==> src/rtl/regwrite_arbiter_pkg.sv <==
// Shared constants for the register-file writeback arbiter.
package regwrite_pkg;

    localparam int DATA_W   = 32;
    localparam int ADDR_W   = 5;
    localparam int NUM_REGS = 32;

    // Writeback source identifiers; also the encoding of the last-grant flag.
    typedef enum logic {
        SRC_ALU = 1'b0,
        SRC_MEM = 1'b1
    } src_e;

endpackage

==> src/rtl/regwrite_arbiter_if.sv <==
// Writeback bus: two producer request channels plus the register-file
// write port and the per-register busy vector returned to decode.
interface regwrite_arbiter_if #(
    parameter int DATA_W = regwrite_pkg::DATA_W,
    parameter int ADDR_W = regwrite_pkg::ADDR_W
);
    import regwrite_pkg::*;

    logic                aluValid;
    logic                aluReady;
    logic [ADDR_W-1:0]   aluReg;
    logic [DATA_W-1:0]   aluData;
    logic                memValid;
    logic                memReady;
    logic [ADDR_W-1:0]   memReg;
    logic [DATA_W-1:0]   memData;
    logic                regWrite;
    logic [ADDR_W-1:0]   writeReg;
    logic [DATA_W-1:0]   writeData;
    logic [NUM_REGS-1:0] busy;

    // Producer / register-file side.
    modport master (
        output aluValid, aluReg, aluData, memValid, memReg, memData,
        input  aluReady, memReady, regWrite, writeReg, writeData, busy
    );

    // Arbiter side.
    modport slave (
        input  aluValid, aluReg, aluData, memValid, memReg, memData,
        output aluReady, memReady, regWrite, writeReg, writeData, busy
    );

endinterface

==> src/rtl/regwrite_arbiter_wb_fifo.sv <==
// Small circular FIFO of {reg, data} writeback entries. Besides the head it
// exposes every slot's valid bit and register index so the parent can build
// the busy vector without waiting for entries to reach the head.
module wb_fifo #(
    parameter int DATA_W = 32,
    parameter int ADDR_W = 5,
    parameter int DEPTH  = 2
) (
    input  logic                         clk,
    input  logic                         rst,
    input  logic                         push_i,
    input  logic [ADDR_W-1:0]            push_reg_i,
    input  logic [DATA_W-1:0]            push_data_i,
    input  logic                         pop_i,
    output logic                         full_o,
    output logic                         empty_o,
    output logic [ADDR_W-1:0]            head_reg_o,
    output logic [DATA_W-1:0]            head_data_o,
    output logic [DEPTH-1:0]             ent_vld_o,
    output logic [DEPTH-1:0][ADDR_W-1:0] ent_reg_o
);
    // DEPTH is a power of two, so pointers wrap by plain overflow.
    localparam int PTR_W = $clog2(DEPTH);
    localparam int CNT_W = $clog2(DEPTH + 1);

    logic [ADDR_W-1:0] reg_q  [DEPTH];
    logic [DATA_W-1:0] data_q [DEPTH];
    logic [PTR_W-1:0]  wr_ptr_q, wr_ptr_d;
    logic [PTR_W-1:0]  rd_ptr_q, rd_ptr_d;
    logic [CNT_W-1:0]  cnt_q, cnt_d;

    // Pointer and occupancy next-state; simultaneous push and pop both apply.
    always_comb begin
        wr_ptr_d = wr_ptr_q;
        rd_ptr_d = rd_ptr_q;
        if (push_i) wr_ptr_d = wr_ptr_q + PTR_W'(1);
        if (pop_i)  rd_ptr_d = rd_ptr_q + PTR_W'(1);
        cnt_d = cnt_q + CNT_W'(push_i) - CNT_W'(pop_i);
    end

    // Control state: flushed immediately by reset.
    always_ff @(posedge clk or posedge rst) begin
        if (rst) begin
            wr_ptr_q <= '0;
            rd_ptr_q <= '0;
            cnt_q    <= '0;
        end else begin
            wr_ptr_q <= wr_ptr_d;
            rd_ptr_q <= rd_ptr_d;
            cnt_q    <= cnt_d;
        end
    end

    // Entry storage; contents are meaningless until marked valid by the count.
    always_ff @(posedge clk) begin
        if (push_i) begin
            reg_q[wr_ptr_q]  <= push_reg_i;
            data_q[wr_ptr_q] <= push_data_i;
        end
    end

    // A slot is live when its distance from the read pointer is below the count.
    always_comb begin
        for (int i = 0; i < DEPTH; i++) begin
            logic [PTR_W-1:0] offs;
            offs         = PTR_W'(i) - rd_ptr_q;
            ent_vld_o[i] = (CNT_W'(offs) < cnt_q);
            ent_reg_o[i] = reg_q[i];
        end
    end

    assign full_o      = (cnt_q == CNT_W'(DEPTH));
    assign empty_o     = (cnt_q == '0);
    assign head_reg_o  = reg_q[rd_ptr_q];
    assign head_data_o = data_q[rd_ptr_q];

    a_no_overflow:  assert property (@(posedge clk) disable iff (rst) !(push_i && full_o));
    a_no_underflow: assert property (@(posedge clk) disable iff (rst) !(pop_i && empty_o));

endmodule

==> src/rtl/regwrite_arbiter.sv <==
// Shares the register file's single write port between ALU and load
// writebacks. Each source queues into its own FIFO; a round-robin arbiter
// drains the heads into a registered write port, and a busy vector marks
// every register with a queued or in-flight write for RAW stall detection.
module regwrite_arbiter #(
    parameter int DATA_W = regwrite_pkg::DATA_W,
    parameter int ADDR_W = regwrite_pkg::ADDR_W,
    parameter int DEPTH  = 2
) (
    input  logic               clk,
    input  logic               rst,
    regwrite_arbiter_if.slave  wb
);
    import regwrite_pkg::*;

    logic                         alu_push, alu_pop, alu_full, alu_empty;
    logic                         mem_push, mem_pop, mem_full, mem_empty;
    logic [ADDR_W-1:0]            alu_head_reg, mem_head_reg;
    logic [DATA_W-1:0]            alu_head_data, mem_head_data;
    logic [DEPTH-1:0]             alu_ent_vld, mem_ent_vld;
    logic [DEPTH-1:0][ADDR_W-1:0] alu_ent_reg, mem_ent_reg;

    src_e                last_q, last_d;
    logic                regWrite_q, regWrite_d;
    logic [ADDR_W-1:0]   writeReg_q, writeReg_d;
    logic [DATA_W-1:0]   writeData_q, writeData_d;
    logic [NUM_REGS-1:0] busy_vec;

    // Ready depends only on registered occupancy (and reset), never on valid.
    assign wb.aluReady = !alu_full && !rst;
    assign wb.memReady = !mem_full && !rst;

    // Writes to r0 complete the handshake but are dropped here.
    assign alu_push = wb.aluValid && wb.aluReady && (wb.aluReg != '0);
    assign mem_push = wb.memValid && wb.memReady && (wb.memReg != '0);

    wb_fifo #(.DATA_W(DATA_W), .ADDR_W(ADDR_W), .DEPTH(DEPTH)) u_alu_fifo (
        .clk         (clk),
        .rst         (rst),
        .push_i      (alu_push),
        .push_reg_i  (wb.aluReg),
        .push_data_i (wb.aluData),
        .pop_i       (alu_pop),
        .full_o      (alu_full),
        .empty_o     (alu_empty),
        .head_reg_o  (alu_head_reg),
        .head_data_o (alu_head_data),
        .ent_vld_o   (alu_ent_vld),
        .ent_reg_o   (alu_ent_reg)
    );

    wb_fifo #(.DATA_W(DATA_W), .ADDR_W(ADDR_W), .DEPTH(DEPTH)) u_mem_fifo (
        .clk         (clk),
        .rst         (rst),
        .push_i      (mem_push),
        .push_reg_i  (wb.memReg),
        .push_data_i (wb.memData),
        .pop_i       (mem_pop),
        .full_o      (mem_full),
        .empty_o     (mem_empty),
        .head_reg_o  (mem_head_reg),
        .head_data_o (mem_head_data),
        .ent_vld_o   (mem_ent_vld),
        .ent_reg_o   (mem_ent_reg)
    );

    // Round-robin grant on the FIFO heads; ALU wins a tie unless it won last.
    always_comb begin
        alu_pop     = 1'b0;
        mem_pop     = 1'b0;
        last_d      = last_q;
        regWrite_d  = 1'b0;
        writeReg_d  = writeReg_q;
        writeData_d = writeData_q;
        if (!alu_empty && (mem_empty || last_q == SRC_MEM)) begin
            alu_pop     = 1'b1;
            last_d      = SRC_ALU;
            regWrite_d  = 1'b1;
            writeReg_d  = alu_head_reg;
            writeData_d = alu_head_data;
        end else if (!mem_empty) begin
            mem_pop     = 1'b1;
            last_d      = SRC_MEM;
            regWrite_d  = 1'b1;
            writeReg_d  = mem_head_reg;
            writeData_d = mem_head_data;
        end
    end

    // Registered write port and last-grant flag; reset primes ALU to win first.
    always_ff @(posedge clk or posedge rst) begin
        if (rst) begin
            last_q      <= SRC_MEM;
            regWrite_q  <= 1'b0;
            writeReg_q  <= '0;
            writeData_q <= '0;
        end else begin
            last_q      <= last_d;
            regWrite_q  <= regWrite_d;
            writeReg_q  <= writeReg_d;
            writeData_q <= writeData_d;
        end
    end

    // Busy: any live FIFO entry or the write currently on the port.
    always_comb begin
        busy_vec = '0;
        for (int i = 0; i < DEPTH; i++) begin
            if (alu_ent_vld[i]) busy_vec[alu_ent_reg[i]] = 1'b1;
            if (mem_ent_vld[i]) busy_vec[mem_ent_reg[i]] = 1'b1;
        end
        if (regWrite_q) busy_vec[writeReg_q] = 1'b1;
        busy_vec[0] = 1'b0;
    end

    assign wb.regWrite  = regWrite_q;
    assign wb.writeReg  = writeReg_q;
    assign wb.writeData = writeData_q;
    assign wb.busy      = busy_vec;

endmodule

==> src/flat_wrapper.sv <==
// flat-port wrapper written by rule: the top's interface ports become plain ports
module regwrite_arbiter_flat import regwrite_pkg::*;
#(
    parameter int DATA_W = regwrite_pkg::DATA_W,
    parameter int ADDR_W = regwrite_pkg::ADDR_W,
    parameter int DEPTH  = 2
)
  (clk, rst, wb_aluValid, wb_aluReg, wb_aluData, wb_memValid, wb_memReg, wb_memData, wb_aluReady, wb_memReady, wb_regWrite, wb_writeReg, wb_writeData, wb_busy);
  regwrite_arbiter_if #(.DATA_W(DATA_W), .ADDR_W(ADDR_W)) wb_i ();
  input  logic clk;
  input  logic rst;
  input wire logic [$bits(wb_i.aluValid)-1:0] wb_aluValid;
  input wire logic [$bits(wb_i.aluReg)-1:0] wb_aluReg;
  input wire logic [$bits(wb_i.aluData)-1:0] wb_aluData;
  input wire logic [$bits(wb_i.memValid)-1:0] wb_memValid;
  input wire logic [$bits(wb_i.memReg)-1:0] wb_memReg;
  input wire logic [$bits(wb_i.memData)-1:0] wb_memData;
  output wire logic [$bits(wb_i.aluReady)-1:0] wb_aluReady;
  output wire logic [$bits(wb_i.memReady)-1:0] wb_memReady;
  output wire logic [$bits(wb_i.regWrite)-1:0] wb_regWrite;
  output wire logic [$bits(wb_i.writeReg)-1:0] wb_writeReg;
  output wire logic [$bits(wb_i.writeData)-1:0] wb_writeData;
  output wire logic [$bits(wb_i.busy)-1:0] wb_busy;
  assign wb_i.aluValid = wb_aluValid;
  assign wb_i.aluReg = wb_aluReg;
  assign wb_i.aluData = wb_aluData;
  assign wb_i.memValid = wb_memValid;
  assign wb_i.memReg = wb_memReg;
  assign wb_i.memData = wb_memData;
  assign wb_aluReady = wb_i.aluReady;
  assign wb_memReady = wb_i.memReady;
  assign wb_regWrite = wb_i.regWrite;
  assign wb_writeReg = wb_i.writeReg;
  assign wb_writeData = wb_i.writeData;
  assign wb_busy = wb_i.busy;
  regwrite_arbiter #(.DATA_W(DATA_W), .ADDR_W(ADDR_W), .DEPTH(DEPTH)) u_core (.clk(clk), .rst(rst), .wb(wb_i));
endmodule
==> config.mk <==
export PLATFORM = sky130hd
export DESIGN_NAME = regwrite_arbiter_flat
export DESIGN_NICKNAME = d
export VERILOG_FILES = /design/src/rtl/regwrite_arbiter_pkg.sv /design/src/rtl/regwrite_arbiter_if.sv /design/src/rtl/regwrite_arbiter_wb_fifo.sv /design/src/rtl/regwrite_arbiter.sv /design/src/flat_wrapper.sv
export SDC_FILE = /design/constraint.sdc
export NUM_CORES = 1
export LEC_CHECK = 0
export ABC_CLOCK_PERIOD_IN_PS = 6890
export BUFFER_PORTS_ARGS = -buffer_cell sky130_fd_sc_hd__buf_2
export CORE_MARGIN = 4
export CORE_UTILIZATION = 50
export DETAILED_ROUTE_END_ITERATION = 10
export MAX_ROUTING_LAYER = met4
export PLACE_DENSITY_LB_ADDON = 0.3
export SLEW_MARGIN = 20
export SYNTH_ARGS = -nofsm -noshare
export SYNTH_HDL_FRONTEND = slang
export SYNTH_SLANG_ARGS = --single-unit
==> constraint.sdc <==
create_clock -name clk -period 6.89 [get_ports clk]
set_clock_uncertainty 0.1 [all_clocks]
set_input_delay 0.689 -clock clk [delete_from_list [all_inputs] [get_ports clk]]
set_output_delay 0.689 -clock clk [all_outputs]
set_load 0.02 [all_outputs]
==> summary.txt, run 1 <==
Global route
  • GRT Total Usage: 0.253
  • Number of global-route vias before repair: 6241
  • Largest net degree at the start of global routing: 42
  • Grt total ovfl: 0
  • First-pass GRT wire length: about 37 mm
  • Initial antenna violation count: 0

Worst hold path
  • HP Class: in2async

Finish
  • Final cell count without fillers: about 1.0k
  • Commonest non-fill, non-tap cells in the layout: buf_2 (148), edfxtp_1 (148), mux2i_1 (74), nand2_1 (52), dfrtp_1 (44)
  • # diodes: 0
  • Share of cells above drive strength 1: 0.295
  • Fill cell count: ~1.4k
  • Area Overhead vs Synth: 16.7%
  • Final nets: 862

STA
  • Period utilisation layout: 0.498
  • Final worst slack: about 3.5 ns
  • TNS Setup: 0 ns
  • Final hold vios: 0
  • Peak Freq: a little under 0.3 GHz
  • Worst-margin pin slew: 0.846 ns
  • Final Max Slew Viols: 0
  • RSZ-0062 raised after global routing: false
  • Final setup violation count: 0
  • Min Tclk post-route: 3.43 ns
  • Relative slew slack: 0.432

Placed design
  • IO buf count: approximately 150
  • DP Worst Slack: around 3.9 ns
  • Hpwl dp: between 15 and 20 mm
  • GP Congestion: 0.946
  • Placed insts: ~980

Worst setup path
  • WP data required: 6.10 ns
  • Crit path cell chain: buf_4, nor2b_4, o21ai_2, o22ai_1, or3_1, buf_2
  • Worst path max stage delay: ~0.60 ns
  • CP bufs+invs: 2
  • WP data arrival: between 2 and 3 ns
  • CP max FO: slightly above 40
  • Slowest-stage cell, CP: buf_4
  • Crit Path Category: reg2out
  • Crit path launch type: flop
  • CP delay by family, top: buffers and inverters
  • CP endpoint kind: output port

Yosys
  • Syn nets: 727
  • Asr flop ratio synth: 0.241
  • Avg Cell Area, Syn: 13.9 um2
  • Synthesis Warnings: 0
  • #FFs+latches synth: 195
  • Post-Syn Area: ~8900 um2
  • Post-synth EDFFs: 148
  • Seq/Total Area, Yosys: 0.629
  • Top FF cell, synth: edfxtp_1
  • Distinct cells, synth: 62
  • Post-Syn Instances: ~650

Detailed routing
  • Routed Antenna Nets: 0
  • Remaining DRCs: 0
  • First-pass detailed-route iteration total: 6
  • DR vias/cell: around 6
  • WL final: about 25 mm
  • Avg WL per Cell: around 24 um
  • DRT iter0 DRCs: 416
  • Vias: roughly 6k

Floorplanning
  • Die Wd: ~140 um
  • Core Rows: between 40 and 50
  • Starting Density: 0.513
  • Die Area: roughly 20000 um2
  • I/O pin cnt: 150
  • Core area: 17400 um2
  • Die Ht: around 140 um

Clock network
  • Worst-case clock buffer depth: 2
  • Worst-path clk slew: around 0.080 ns
  • Root Driver: clkbuf_16
  • CTS Buf Count: 17
  • # hold bufs at CTS: 0
  • CTS tree: yes
  • Sink Count: 195
  • H-tree depth: 4
  • Resize count post-CTS: 0
  • Post-CTS setup buffers: 0
  • Worst skew pair latency: ~0.43 ns

Run
  • Max cap viols: 0

Power
  • Max VDD drop: between 0.0002 and 0.0003 V
  • Pleak: 4.14 nW
  • Pwr dens: approximately 430 nW/um2

Status
  • Result of the run: completed
## synth_stat cells, types with 7 or more instances
| library cell | instances | area (um2) |
|---|---|---|
| edfxtp_1 | 148 | 4440 |
| mux2i_1 | 74 | 741 |
| nand2_1 | 52 | 195 |
| dfrtp_1 | 46 | 1150 |
| o22ai_1 | 33 | 206 |
| nor2_1 | 29 | 109 |
| o221ai_1 | 24 | 210 |
| o21ai_1 | 15 | 75.1 |
| or3_1 | 15 | 93.8 |
| buf_2 | 13 | 65.1 |
| clkbuf_1 | 13 | 48.8 |
| nand3b_1 | 13 | 97.6 |
| nand3_1 | 11 | 55.1 |
| inv_1 | 10 | 37.5 |
| mux2_4 | 10 | 150 |
| a211o_1 | 8 | 70.1 |
| xnor2_1 | 8 | 70.1 |
| a22oi_1 | 7 | 52.6 |
| o211ai_1 | 7 | 52.6 |
| o22a_1 | 7 | 61.3 |
## state kept, by name (all words and copies together) (netlist names)
register                    count
u_core.wb.writeData            32
u_core.wb.regWrite              1
u_core.u_mem_fifo.wr_ptr_q      1
u_core.u_alu_fifo.data_q       64
u_core.u_alu_fifo.cnt_q         2
u_core.u_mem_fifo.reg_q        10
u_core.u_mem_fifo.data_q       64
u_core.u_alu_fifo.wr_ptr_q      1
u_core.u_alu_fifo.rd_ptr_q      1
u_core.u_alu_fifo.reg_q        10
u_core.last_q                   1
u_core.u_mem_fifo.rd_ptr_q      1
u_core.u_mem_fifo.cnt_q         2
u_core.wb.writeReg              5
## metrics by stage
stage	util	power [mW]	hold WS (ns)	cell area, um2
after global placement	0.563	3.52	0.368	9800
final	0.599	4.52	0.133	10400
after detailed placement	0.563	3.56	0.376	9800
after floorplan	-	3.05	0.368	8940
after CTS	0.596	4.53	0.123	10400
after global routing	0.599	4.75	0.126	10400
## where the power goes
part / total, mW / switching, mW / internal (mW)
Clock: 0.961 / 0.473 / 0.488
Combinational: 1.75 / 1.07 / 0.682
Sequential: 1.81 / 0.267 / 1.54
## metal layers
metal / vias up / global-route usage / routed length [um]
met5: - / - / 0
met4: 0 / 0.0763 / 590
met3: 42 / 0.0374 / 1310
met2: 239 / 0.414 / 12200
met1: 3045 / 0.332 / 10500
li1: 2771 / - / -
## path summary, 6_finish.rpt
check	depth (start not counted)	slack [ns]	startpoint	to
max	6	3.46	u_core.u_mem_fifo.rd_ptr_q	wb_busy[26]
min	2	0.13	rst	u_core.wb.writeData[23]
max reg2reg	9	4.09	u_core.u_mem_fifo.cnt_q[1]	u_core.u_alu_fifo.cnt_q[1]
min reg2reg	2	0.39	u_core.wb.writeData[20]	u_core.wb.writeData[20]
max in group asynchronous	3	5.73	rst	u_core.u_alu_fifo.rd_ptr_q
min in group clk	1	0.34	wb_aluData[5]	u_core.u_alu_fifo.data_q[1][5]
## layout make-up
class	count	area, um2	area share
Sequential cell	195	5620	0.539
Clock buffer	17	425	0.0408
Timing Repair Buffer	157	833	0.0799
Multi-Input combinational cell	399	3080	0.295
Clock inverter	15	153	0.0146
Inverter	10	37.5	0.00360
Tap cell	225	282	0.0270
## logic make-up (layout without fill, tap and decap cells)
group / after synthesis / in the layout / synth area share
AO/OA/AOI/OAI: 132 / 132 / 0.116
XOR/XNOR: 8 / 8 / 0.00784
adder cells (fa/ha/maj): 4 / 4 / 0.00560
buffers and inverters: 51 / 199 / 0.0309
flip-flops: 195 / 195 / 0.629
multiplexers: 90 / 90 / 0.107
other: 1 / 1 / 0.000420
AND/OR/NAND/NOR: 164 / 164 / 0.103
No activity file was read; power rests on OpenSTA's default activity.
==> run 2: changes to the inputs <==
Settings changed: ABC_CLOCK_PERIOD_IN_PS 6890 to 2900.
Clock period 6.89 ns to 2.9 ns, I/O delays scaled along.
==> run 2 against run 1 <==
Against the previous run: utilization increased by 4.8 points; hold slack better by 0.0039 ns; via count is 7.6% higher; cell area up 8.0%; sequential power up 130%; sequential share of layout area is 4.0 points lower; die area unchanged; power up 140%; global-route usage is 1.2 points higher; routed wire length grew 4.1%; cell count grew 8.4%; register-to-register slack got worse by 3.5 ns; critical endpoint is now wb_busy[29].
==> summary.txt, run 2 (synthesis gave the netlist of run 1 again) <==
Worst setup path
  • Crit path launch type: flop
  • Crit Path Category: reg2out
  • CP max FO: 8 (-80%)
  • CP bufs+invs: 2 (unchanged)
  • FF-to-FF setup slack: 0.62 ns (-3.47 ns)
  • WP data arrival: 2.30 ns (-0.35 ns)
  • Reg-to-reg startpoint: u_core.u_mem_fifo.cnt_q[0]
  • Worst path max stage delay: 0.43 ns (-0.17 ns)
  • Crit path cell chain: buf_4, nor2b_4, o21ai_2, o22ai_1, a2111o_1, buf_2
  • CP startpoint: u_core.u_mem_fifo.cnt_q[0]
  • Slowest-stage cell, CP: o21ai_2
  • CP delay by family, top: compound AO/OA/AOI/OAI gates
  • CP endpoint kind: output port
  • WP data required: 2.51 ns (-3.59 ns)

Clock network
  • H-tree depth: 4 (unchanged)
  • Worst-case clock buffer depth: 2 (unchanged)
  • Post-CTS setup buffers: 0 (unchanged)
  • Sink Count: 195 (unchanged)
  • CTS tree: yes
  • Worst skew pair latency: 0.43 ns (about the same)
  • Worst-path clk slew: 0.08 ns (about the same)
  • CTS Buf Count: 17 (unchanged)
  • Root Driver: clkbuf_16
  • Resize count post-CTS: 0 (unchanged)
  • # hold bufs at CTS: 75 (+75)

Global route
  • Number of global-route vias before repair: 6976 (+12%)
  • First-pass GRT wire length: 39.0 mm (+5.2%)
  • GRT Total Usage: 0.265 (+0.0116)
  • Initial antenna violation count: 2 (+2)
  • Largest net degree at the start of global routing: 55 (+31%)
  • Grt total ovfl: 0 (unchanged)

Floorplanning
  • Die Area: 20100 um2 (unchanged)
  • Die Ht: 142 um (unchanged)
  • Starting Density: 0.513 (unchanged)
  • Core Rows: 48 (unchanged)
  • Core area: 17400 um2 (unchanged)
  • Die Wd: 142 um (unchanged)
  • I/O pin cnt: 150 (unchanged)

Detailed routing
  • Avg WL per Cell: 23.2 um (-4.0%)
  • Vias: 6560 (+7.6%)
  • Remaining DRCs: 0 (unchanged)
  • DRT iter0 DRCs: 424 (+1.9%)
  • First-pass detailed-route iteration total: 6 (unchanged)
  • DR vias/cell: 5.94 (-0.79%)
  • Routed Antenna Nets: 0 (unchanged)
  • WL final: 25.6 mm (+4.1%)

Finish
  • Commonest non-fill, non-tap cells in the layout: buf_2 (148), edfxtp_1 (148), dlygate4sd3_1 (75), mux2i_1 (74), nand2_1 (52)
  • Final cell count without fillers: 1104 (+8.4%)
  • Post-layout util: 0.647 (+0.0480)
  • Final nets: 946 (+9.7%)
  • Area Overhead vs Synth: 26.1%
  • Share of cells above drive strength 1: 0.278 (-0.0169)

STA
  • Peak Freq: 0.372 GHz
  • Relative slew slack: 0.482 (+0.0499)
  • Final setup violation count: 0 (unchanged)
  • Worst-margin pin slew: 0.776 ns (-0.0703 ns)
  • Final Max Slew Viols: 0 (unchanged)
  • Min Tclk post-route: 2.69 ns
  • Period utilisation layout: 0.928
  • Final hold vios: 0 (unchanged)
  • RSZ-0062 raised after global routing: false

Run
  • Max cap viols: 0 (unchanged)

Status
  • Result of the run: completed

Power
  • Pwr dens: 974 nW/um2 (+120%)
  • Pleak: 4.49 nW (+8.6%)
  • Max VDD drop: 0.000566 V (+110%)

Placed design
  • Placed insts: 994 (+1.0%)
  • Hpwl dp: 16.9 mm (-0.85%)
  • GP Congestion: 0.953 (+0.74%)
  • IO buf count: 148 (unchanged)

Worst hold path
  • HP Class: in2reg
  • Hold path start: wb_memValid
## run 2: cell types whose count changed in the layout (fill, tap and decap cells not counted)
cell,change
clkinv_4,-1
inv_6,-1
clkinv_8,+3
inv_8,-4
clkinvlp_4,+2
buf_12,-1
dlygate4sd3_1,+75
o21ai_2,+1
bufinv_16,+1
o21ai_4,-1
clkinv_2,+1
buf_4,+10
clkinv_1,-1
diode_2,+2
## run 2: worst paths after layout
kind                                                   to  cells past startpoint
setup / recovery                              wb_busy[29]                      6
hold / removal                 u_core.u_mem_fifo.wr_ptr_q                      3
setup reg to reg           u_core.u_mem_fifo.data_q[1][8]                      5
hold reg to reg                    u_core.wb.writeData[6]                      2
max in group asynchronous         u_core.wb.writeData[24]                      4
min in group asynchronous      u_core.u_mem_fifo.wr_ptr_q                      3
## run 2: area by class of cell
| type | instances | area [um2] |
|---|---|---|
| Tap cell | 225 | 282 |
| Clock buffer | 17 | 425 |
| Timing Repair Buffer | 241 | 1640 |
| Sequential cell | 195 | 5620 |
| Multi-Input combinational cell | 399 | 3070 |
| Fill cell | 1324 | 6150 |
| Antenna cell | 2 | 5.00 |
| Clock inverter | 15 | 185 |
| Inverter | 10 | 37.5 |
## run 2: report_power, final
group | switching (mW) | leakage [nW] | internal, mW
logic | 2.68 | 2.29 | 1.75
registers | 0.505 | 1.91 | 3.67
clock network | 1.13 | 0.292 | 1.24
total | 4.32 | 4.49 | 6.66
## run 2: metal layers
layer	share of wire	up-vias	track usage	wire length, um
li1	-	2945	-	-
met5	0	-	-	0
met1	0.39	3242	0.315	10100
met4	0.031	0	0.105	794
met3	0.066	58	0.0472	1690
met2	0.51	315	0.450	13000
## run 2: tightest hold or removal path, cell delays in order
cell and delay (ns):
buf_2 0.10, o211ai_2 0.15, xnor2_1 0.09
## run 2: per-stage QoR
step | setup TNS [ns] | power, mW | cell area (um2) | hold slack (ns) | setup WS [ns]
final | 0 | 11.0 | 11300 | 0.137 | 0.209
after global routing | 0 | 11.5 | 11300 | 0.143 | 0.134
after CTS | 0 | 11.0 | 11200 | 0.123 | 0.227
after detailed placement | 0 | 8.54 | 9880 | 0.320 | 0.549
after global placement | 0 | 8.44 | 9880 | 0.313 | 0.598
after floorplan | -36.33 | 7.24 | 8940 | 0.289 | -0.491
==> run 3: changes to the inputs <==
Settings changed: GPL_ROUTABILITY_DRIVEN from default to 0, RECOVER_POWER from default to 100.
==> run 3 against run 2 <==
Against the previous run: non-clock buffer count down 2; clock power up 3%; cell count down 0.36%; global-route usage down 2.0 points; combinational power down 7.2%; hold slack better by 0.16 ns; utilization down 1.3 points; sequential cell count unchanged.
==> summary.txt, run 3 (synthesis gave the netlist of run 1 again) <==
Floorplanning
  • Die Area: 20100 um2 (unchanged)
  • Die Ht: 142 um (unchanged)
  • I/O pin cnt: 150 (unchanged)
  • Die Wd: 142 um (unchanged)
  • Starting Density: 0.513 (unchanged)
  • Core Rows: 48 (unchanged)
  • Core area: 17400 um2 (unchanged)

Clock network
  • Worst-path clk slew: 0.07 ns (about the same)
  • H-tree depth: 4 (unchanged)
  • Root Driver: clkbuf_16
  • Sink Count: 195 (unchanged)
  • CTS Buf Count: 17 (unchanged)
  • CTS tree: yes
  • Resize count post-CTS: 0 (unchanged)
  • Worst skew pair latency: 0.43 ns (about the same)
  • Worst-case clock buffer depth: 2 (unchanged)

STA
  • Final setup violation count: 0 (unchanged)
  • Worst-margin pin slew: 1.33 ns (+0.558 ns)
  • TNS Setup: 0 ns (unchanged)
  • Peak Freq: 0.363 GHz (-2.4%)
  • Final hold vios: 0 (unchanged)
  • Final Max Slew Viols: 0 (unchanged)
  • RSZ-0062 raised after global routing: false
  • Period utilisation layout: 0.951 (+0.0227)
  • Relative slew slack: 0.111 (-0.371)
  • Min Tclk post-route: 2.76 ns (+0.0659 ns)
  • Fin Hold WS: 0.295 ns (+0.159 ns)
  • Final worst slack: 0.143 ns (-0.0659 ns)

Global route
  • Number of global-route vias before repair: 6829 (-2.1%)
  • Largest net degree at the start of global routing: 39 (-29%)
  • First-pass GRT wire length: 36.9 mm (-5.4%)
  • Initial antenna violation count: 0 (-2)
  • Grt total ovfl: 0 (unchanged)
  • GRT Total Usage: 0.245 (-0.0202)

Placed design
  • Placed Instance Area: 9880 um2 (about the same)
  • IO buf count: 148 (unchanged)
  • DP Worst Slack: 0.461 ns (-0.0888 ns)
  • Hpwl dp: 15.4 mm (-8.8%)

Worst setup path
  • FF-to-FF setup slack: 0.27 ns (-0.35 ns)
  • Crit Path Category: reg2out
  • WP data arrival: 2.37 ns (+0.07 ns)
  • WP data required: 2.51 ns (about the same)
  • CP endpoint kind: output port
  • CP max FO: 16 (+8)
  • Reg-to-reg startpoint: u_core.u_alu_fifo.cnt_q[1]
  • R2r endpoint: u_core.wb.writeData[21]
  • Worst reg-to-reg path cell count: 4 (-1)
  • Crit path launch type: flop

Finish
  • Finished Cell Area: 11000 um2 (-2.0%)
  • Area Overhead vs Synth: 23.5%
  • Commonest non-fill, non-tap cell in the layout: edfxtp_1
  • Fill cell count: 1363 (+2.9%)
  • Final nets: 944 (-0.21%)
  • Share of cells above drive strength 1: 0.122 (-0.156)
  • # diodes: 0 (-2)
  • Commonest non-fill, non-tap cells in the layout: edfxtp_1 (148), clkbuf_1 (130), dlygate4sd3_1 (75), mux2i_1 (74), nand2_1 (52)

Power
  • Pleak: 4.07 nW (-9.4%)
  • Max VDD drop: 0.000710 V (+26%)
  • Pwr dens: 980 nW/um2 (+0.59%)
  • Tot Pwr: 10.8 mW (-1.5%)

Worst hold path
  • HP Class: in2reg
  • WHS Path Cells: 3 (unchanged)
  • Endpoint, Worst Hold: u_core.u_alu_fifo.wr_ptr_q
  • Hold path start: wb_aluValid

Detailed routing
  • First-pass detailed-route iteration total: 6 (unchanged)
  • Routed Antenna Nets: 0 (unchanged)
  • WL final: 24.0 mm (-6.3%)
  • Vias: 6652 (+1.4%)
  • Remaining DRCs: 0 (unchanged)
  • DRT iter0 DRCs: 810 (+91%)
  • DR vias/cell: 6.05 (+1.8%)
  • Avg WL per Cell: 21.8 um (-5.9%)

Run
  • Max cap viols: 0 (unchanged)

Status
  • Result of the run: completed
## run 3: worst max-delay path by stage
stage               cells past startpoint                             end  slack, ns                  startpoint
CTS                                     5                     wb_busy[31]       0.17  u_core.u_mem_fifo.rd_ptr_q
global placement                        7      u_core.u_alu_fifo.cnt_q[1]       0.50  u_core.u_alu_fifo.cnt_q[1]
detailed placement                      7      u_core.u_alu_fifo.cnt_q[1]       0.46  u_core.u_alu_fifo.cnt_q[1]
floorplan                               4  u_core.u_alu_fifo.data_q[0][0]      -0.49  u_core.u_alu_fifo.cnt_q[0]
finish                                  5                     wb_busy[11]       0.14  u_core.u_mem_fifo.rd_ptr_q
global route                            5                      wb_busy[2]       0.05  u_core.u_alu_fifo.cnt_q[1]
## run 3: cell type report
class,count,area (um2),area share
Clock buffer,20,457,0.0414
Clock inverter,12,169,0.0153
Inverter,10,37.5,0.00340
Multi-Input combinational cell,399,3040,0.275
Sequential cell,195,5620,0.510
Tap cell,225,282,0.0255
Timing Repair Buffer,239,1430,0.129
## run 3: critical path, stage by stage, from the launching register on
cell	delay [ns]
dfrtp_2	0.67
nor2b_4	0.11
o211ai_2	0.46
o22ai_1	0.15
or3_1	0.37
clkbuf_1	0.18
## run 3: timing repair
item / 4_1_cts / 5_1_grt
hold buffers: 75 / 0
hold endpoints to repair: 160 / 0
setup buffers: 0 / 0
## run 3: power by group
| part | internal [mW] | leakage (nW) | switching (mW) |
|---|---|---|---|
| Clock | 1.42 | 0.293 | 1.01 |
| Combinational | 1.55 | 1.87 | 2.56 |
| Sequential | 3.67 | 1.91 | 0.596 |
## run 3: stage by stage
step                      utilization  instances
final                           0.634       1100
after global routing            0.634       1100
after global placement          0.568        993
after floorplan                     -        645
after CTS                       0.647       1100
after detailed placement        0.568        993
## run 3: per-layer routing
layer  GRT usage  part of all wire  vias up
met2       0.404              0.49      427
met1       0.300              0.37     3192
met4      0.0914             0.035        0
met3      0.0495             0.096       99
met5           -                 0        -
li1            -                 -     2934
